## src/rtl/btn_event_ctrl.sv

```systemverilog
// ---------------------------------------------------------------------------
// btn_event_ctrl
//
// Debounces N_BTN raw pushbutton levels and turns them into a clean level
// plus one-cycle event pulses (press, release, long press, auto-repeat).
// All timing is expressed in ticks of one shared prescaler (TICK_DIV clocks
// per tick), so every channel sees the same time base.
//
// Optional feature macro: BTN_AUTO_REPEAT_EN
//   defined   : a held button emits an rpt pulse every REP_MS ticks after
//               its long_press pulse.
//   undefined : rpt is tied to 0 and no repeat logic exists.
//
// Ports
//   clock          in   sole clock, rising edge
//   reset          in   synchronous, active-high reset
//   noisy          in   [N_BTN] raw asynchronous button levels, 1 = pressed
//   clean          out  [N_BTN] debounced level
//   press          out  [N_BTN] one-cycle pulse when clean rises
//   release_pulse  out  [N_BTN] one-cycle pulse when clean falls
//   long_press     out  [N_BTN] one-cycle pulse after LONG_MS ticks held
//   rpt            out  [N_BTN] one-cycle auto-repeat pulse
//
// All outputs are registered. A level change on the synchronized input
// always wins over a tick arriving in the same cycle; that tick is simply
// not counted for the channel.
// ---------------------------------------------------------------------------
module btn_event_ctrl #(
  parameter int N_BTN    = 4,
  parameter int TICK_DIV = 100_000,
  parameter int DEB_MS   = 10,
  parameter int LONG_MS  = 1000,
  parameter int REP_MS   = 200
) (
  input  logic             clock,
  input  logic             reset,
  input  logic [N_BTN-1:0] noisy,
  output logic [N_BTN-1:0] clean,
  output logic [N_BTN-1:0] press,
  output logic [N_BTN-1:0] release_pulse,
  output logic [N_BTN-1:0] long_press,
  output logic [N_BTN-1:0] rpt
);

  localparam int            PW      = (TICK_DIV > 1) ? $clog2(TICK_DIV) : 1;
  localparam logic [PW-1:0] PRE_MAX = PW'(TICK_DIV - 1);
  localparam logic [15:0]   DEB_C   = 16'(DEB_MS);
  localparam logic [15:0]   LONG_C  = 16'(LONG_MS);
`ifdef BTN_AUTO_REPEAT_EN
  localparam logic [15:0]   REP_C   = 16'(REP_MS);
`else
  localparam logic [15:0]   rep_unused = 16'(REP_MS);
`endif

  typedef enum logic [2:0] {
    ST_IDLE = 3'd0,
    ST_ARM  = 3'd1,
    ST_DOWN = 3'd2,
    ST_HELD = 3'd3,
    ST_REL  = 3'd4
  } state_t;

  // Two-flop synchronizer; only sync2 is ever looked at by the FSMs.
  logic [N_BTN-1:0] sync1;
  logic [N_BTN-1:0] sync2;

  always_ff @(posedge clock) begin
    if (reset) begin
      sync1 <= '0;
      sync2 <= '0;
    end else begin
      sync1 <= noisy;
      sync2 <= sync1;
    end
  end

  // Shared prescaler: tick is high for the single cycle the count sits at
  // TICK_DIV-1.
  logic [PW-1:0] pre;
  logic          tick;

  assign tick = (pre == PRE_MAX);

  always_ff @(posedge clock) begin
    if (reset) begin
      pre <= '0;
    end else if (tick) begin
      pre <= '0;
    end else begin
      pre <= pre + PW'(1);
    end
  end

  for (genvar i = 0; i < N_BTN; i++) begin : g_ch
    state_t      state;
    logic [15:0] cnt;
    logic [15:0] cnt_inc;
    logic        origin;   // 1: REL was entered from HELD, 0: from DOWN
    logic        s;
    logic        clean_r;
    logic        press_r;
    logic        rel_r;
    logic        long_r;

    assign s = sync2[i];

    // Saturating increment: a long hold never wraps back to a small count.
    assign cnt_inc = (cnt == 16'hFFFF) ? cnt : cnt + 16'd1;

`ifdef BTN_AUTO_REPEAT_EN
    logic rpt_r;
    assign rpt[i] = rpt_r;
`else
    assign rpt[i] = 1'b0;
`endif

    always_ff @(posedge clock) begin
      if (reset) begin
        state   <= ST_IDLE;
        cnt     <= '0;
        origin  <= 1'b0;
        clean_r <= 1'b0;
        press_r <= 1'b0;
        rel_r   <= 1'b0;
        long_r  <= 1'b0;
`ifdef BTN_AUTO_REPEAT_EN
        rpt_r   <= 1'b0;
`endif
      end else begin
        press_r <= 1'b0;
        rel_r   <= 1'b0;
        long_r  <= 1'b0;
`ifdef BTN_AUTO_REPEAT_EN
        rpt_r   <= 1'b0;
`endif
        case (state)
          ST_IDLE: begin
            if (s) begin
              state <= ST_ARM;
              cnt   <= '0;
            end
          end
          ST_ARM: begin
            if (!s) begin
              state <= ST_IDLE;
              cnt   <= '0;
            end else if (tick) begin
              if (cnt_inc == DEB_C) begin
                state   <= ST_DOWN;
                cnt     <= '0;
                clean_r <= 1'b1;
                press_r <= 1'b1;
              end else begin
                cnt <= cnt_inc;
              end
            end
          end
          ST_DOWN: begin
            if (!s) begin
              state  <= ST_REL;
              cnt    <= '0;
              origin <= 1'b0;
            end else if (tick) begin
              if (cnt_inc == LONG_C) begin
                state  <= ST_HELD;
                cnt    <= '0;
                long_r <= 1'b1;
              end else begin
                cnt <= cnt_inc;
              end
            end
          end
          ST_HELD: begin
            if (!s) begin
              state  <= ST_REL;
              cnt    <= '0;
              origin <= 1'b1;
            end else if (tick) begin
`ifdef BTN_AUTO_REPEAT_EN
              if (cnt_inc == REP_C) begin
                cnt   <= '0;
                rpt_r <= 1'b1;
              end else begin
                cnt <= cnt_inc;
              end
`else
              cnt <= cnt_inc;
`endif
            end
          end
          ST_REL: begin
            // A bounce back to 1 resumes the phase the press was in,
            // with its timer restarted; clean never drops.
            if (s) begin
              state <= origin ? ST_HELD : ST_DOWN;
              cnt   <= '0;
            end else if (tick) begin
              if (cnt_inc == DEB_C) begin
                state   <= ST_IDLE;
                cnt     <= '0;
                clean_r <= 1'b0;
                rel_r   <= 1'b1;
              end else begin
                cnt <= cnt_inc;
              end
            end
          end
          default: begin
            state <= ST_IDLE;
            cnt   <= '0;
          end
        endcase
      end
    end

    assign clean[i]         = clean_r;
    assign press[i]         = press_r;
    assign release_pulse[i] = rel_r;
    assign long_press[i]    = long_r;
  end

endmodule

```

## config.mk

```make
export PLATFORM = sky130hd
export DESIGN_NAME = btn_event_ctrl
export DESIGN_NICKNAME = d
export VERILOG_FILES = /design/src/rtl/btn_event_ctrl.sv
export SDC_FILE = /design/constraint.sdc
export NUM_CORES = 1
export LEC_CHECK = 0
export ABC_AREA = 1
export BUFFER_PORTS_ARGS = -buffer_cell sky130_fd_sc_hd__buf_2
export CAP_MARGIN = 10
export CELL_PAD_IN_SITES_DETAIL_PLACEMENT = 0
export CELL_PAD_IN_SITES_GLOBAL_PLACEMENT = 1
export CORE_ASPECT_RATIO = 1.5
export CORE_MARGIN = 5
export CORE_UTILIZATION = 41
export DETAILED_ROUTE_END_ITERATION = 8
export GPL_ROUTABILITY_DRIVEN = 0
export PLACE_DENSITY = 0.79
export SYNTH_ARGS = -nofsm -noshare
export SYNTH_HDL_FRONTEND = slang
export SYNTH_SLANG_ARGS = --single-unit
export TNS_END_PERCENT = 30
```

## constraint.sdc

```tcl
create_clock -name clock -period 2.3 [get_ports clock]
set_input_delay 0.345 -clock clock [delete_from_list [all_inputs] [get_ports clock]]
set_output_delay 0.345 -clock clock [all_outputs]
set_load 0.01 [all_outputs]
```

==> results_dict.tcl <==
set metrics [dict create \
    status "finished with violations" \
    violations "setup timing" \
    clk_latency_ps 440 \
    clockPowerShare 0.352 \
    fin_crit_sh 1.003 \
    p_sw_mw 3.029 \
    num_vias 12430 \
    cts_buffers 17 \
    grt_pass1_wl_mm 56.86 \
    final_util 0.5510 \
    critPathRequiredTime_ps 2610 \
    cts_tree "built" \
    antenna_found_initial 0 \
    place_ws_ps -184.7 \
    drive_gt1_frac 0.2921 \
    power.total_mw 7.670 \
    grt_max_degree 83 \
    fillCellCount 2482 \
    p_per_area_nw_per_um2 559.6 \
    synthCells 1736 \
    seq_power_share 0.302 \
    synthMuxAreaShare 0 \
    cts_root_buffer "clkbuf_16" \
    nets 1956 \
    hold_viol 0 \
    ant_nets 0 \
    maxCapViolCount 0 \
    worst-path-max-fanout 5 \
    synth_xor_area_frac 0.01527 \
    critPathArrivalTime_ps 2620 \
    cp_num_buf_inv 1 \
    routedWlPerCell_um 15.97 \
    vdd_ir_drop_max_v 0.0005304 \
    die_w_um 139.1 \
    cp_cell_sequence "ha_4, nand2_4, nor2_4, nand2_4, nor2_8, buf_6, nand2_4, o21ai_4, nand3_2, nor3_4, nand2_2, nand2_4, nand2_8, o21ai_2, a21oi_1" \
    fmax_mhz 433.4 \
    num_rows 71 \
    leakagePower_nw 5.670 \
    critPathKind "flop to flop" \
    drtPass1Iterations 6 \
    power_frac_comb 0.346 \
    finalClockSkew_ps 14.24 \
    syn_avg_cell_area_um2 5.901 \
    mostFrequentLayoutCells "434 x nand2_1, 213 x buf_4, 174 x inv_1" \
    cts_hold_buf 0 \
    final_common_cell "nand2_1" \
    drtIter0Drc 1140 \
    routed_wl_mm 36.50 \
    final_area_um2 13710 \
    grt_remaining_overflow 0 \
    antenna_cells 0 \
    cts_max_path_buffers 2 \
    rsz0062_at_grt "yes" \
    grt_pass1_vias 11620 \
    yosysWarnings 0 \
    relSlewSlack 0.6234 \
    vias_per_cell 5.436 \
    internal-power_mw 4.641 \
    switching_share 0.3949 \
    synth-simple-area-share 0.4692 \
    grt_usage 0.2431 \
    multi_input_area_um2 7446 \
    ys_types 53 \
    synthFlopType "dfxtp_1" \
    synth-edff-count 0 \
    fin_setup_tns_ps -8.577 \
    synth_top_family_by_area "simple AND/OR/NAND/NOR gates" \
    instances_no_fill 2286 \
    drc 0 \
    regArea_um2 2499 \
    critical-path-max-stage-delay_ps 370 \
    worst_pin_slew_ps 564.8 \
    clkTransAtPathRegs_ps 70 \
    htree_levels 4 \
    min_period_ps 2307 \
    synth_area_um2 10240 \
    synth_seq_cells 121 \
    cts_num_sinks 121 \
    place_area_um2 11940 \
    maxSlewViolCount 0 \
    core_um2 24870 \
    pin_count 26 \
    cp_top_family "simple AND/OR/NAND/NOR gates" \
    yosysSeqAreaShare 0.2365 \
    start_util 0.4118 \
    timing.critical_path.mode_cell "nand2_4" \
    syn_to_final_growth_pct 33.80 \
    critPathCaptureType "flop" \
    worstHoldPathType "input pin to flop" \
    portBuffers 21 \
    die_h_um 203.6 \
    die_area_um2 28310 \
    fin_ws_ps -7.327 \
    cp-start-kind "flop" \
    numPlacedInstances 2213 \
    hold_ws_ps 113.0 \
    async_flop_share 0 \
    crit_slowest_cell "dfxtp_4" \
    setup_violations 2 \
    synthAdderAreaFrac 0.006107 \
    place_hpwl_mm 26.32 \
    synth_compound_area_frac 0.1615 \
]
==> worst min-delay path, stage by stage <==
cell and delay [ps]:
buf_2 90, inv_1 40, nor2_1 30
==> power groups by stage <==
stage | Combinational, mW | Sequential (mW) | Clock (mW)
after floorplan | 1.54 | 2.34 | 0
after global placement | 2.45 | 2.36 | 0
after detailed placement | 2.45 | 2.37 | 0
after CTS | 2.46 | 2.32 | 2.71
after global routing | 2.90 | 2.34 | 2.83
final | 2.65 | 2.32 | 2.70
==> final timing paths <==
check	startpoint	endpoint	slack (ps)	cells after the start
setup / recovery	g_ch[2].cnt[1]$_SDFFE_PP0P_	g_ch[2].cnt[13]$_SDFFE_PP0P_	-7	15
hold / removal	noisy[2]	sync1[2]$_SDFF_PP0_	110	3
setup reg to reg	g_ch[2].cnt[1]$_SDFFE_PP0P_	g_ch[2].cnt[13]$_SDFFE_PP0P_	-7	15
hold reg to reg	sync1[2]$_SDFF_PP0_	sync2[2]$_SDFF_PP0_	400	2
==> registers in the layout, indices dropped and copies added, names as in the netlist <==
| register | flops |
|---|---|
| sync1 | 4 |
| g_ch.press_r | 4 |
| g_ch.cnt | 64 |
| g_ch.state | 12 |
| pre | 17 |
| sync2 | 4 |
| g_ch.origin | 4 |
| g_ch.long_r | 4 |
| g_ch.rel_r | 4 |
| g_ch.clean_r | 4 |
==> cell type report <==
cell class	instances	share of cell area
Tap cell	328	0.02994
Multi-Input combinational cell	1353	0.5433
Timing Repair inverter	1	0.0003652
Timing Repair Buffer	252	0.1450
Sequential cell	121	0.1823
Clock inverter	13	0.008764
Inverter	199	0.05733
Clock buffer	19	0.03305
==> routing by layer <==
metal | part of all wire | global-route usage | vias up | routed length [um]
li1 | - | - | 6153 | -
met1 | 0.39 | 0.2659 | 5731 | 14230
met2 | 0.52 | 0.4515 | 398 | 18880
met3 | 0.036 | 0.03120 | 144 | 1328
met4 | 0.056 | 0.1325 | 0 | 2057
met5 | 0 | 0 | - | 0
==> Yosys cell counts (2+ instances only) <==
cell type	number	area, um2
buf_4	22	165.2
a21oi_1	114	570.6
nand3_4	4	70.07
dfxtp_1	121	2422
o21bai_1	3	22.52
nor2_4	13	146.4
nand2_1	462	1734
nand3_1	186	930.9
a211oi_1	6	45.04
clkbuf_1	25	93.84
nor2_8	3	60.06
inv_1	180	675.7
o21a_1	3	22.52
buf_1	7	26.28
a21boi_0	2	15.01
o21ai_1	9	45.04
inv_2	15	56.30
or2_2	4	25.02
nor3_1	36	180.2
buf_2	14	70.07
nand4_1	53	331.6
o21ai_2	5	43.79
a31oi_1	2	12.51
nand3_2	8	80.08
nor2_1	166	623.1
nand2_2	22	137.6
nand3b_1	3	22.52
nor2_2	27	168.9
o21ai_0	135	675.7
nor4_1	9	56.30
nor3_2	8	80.08
clkinv_1	3	11.26
ha_1	5	62.56
o31ai_1	16	120.1
xor2_1	15	131.4
buf_6	3	33.78
nand2_4	11	123.9
==> cell families after synthesis <==
family                     after synthesis
DFF                                    121
AOI/OAI and AO/OA                      304
buffers and inverters                  270
adders and majority gates                5
xor gates and xnor gates                17
and+or+nand+nor                       1018
other                                    1
==> repair_timing <==
| item | 4_1_cts | 5_1_grt |
|---|---|---|
| buffers inserted | 2 | 33 |
| pin swaps | 7 | 68 |
| gates cloned | 1 | 5 |
| gates resized for setup | 21 | 228 |
| setup endpoints to repair | 33 | 88 |
(Power assumes the default switching activity.)
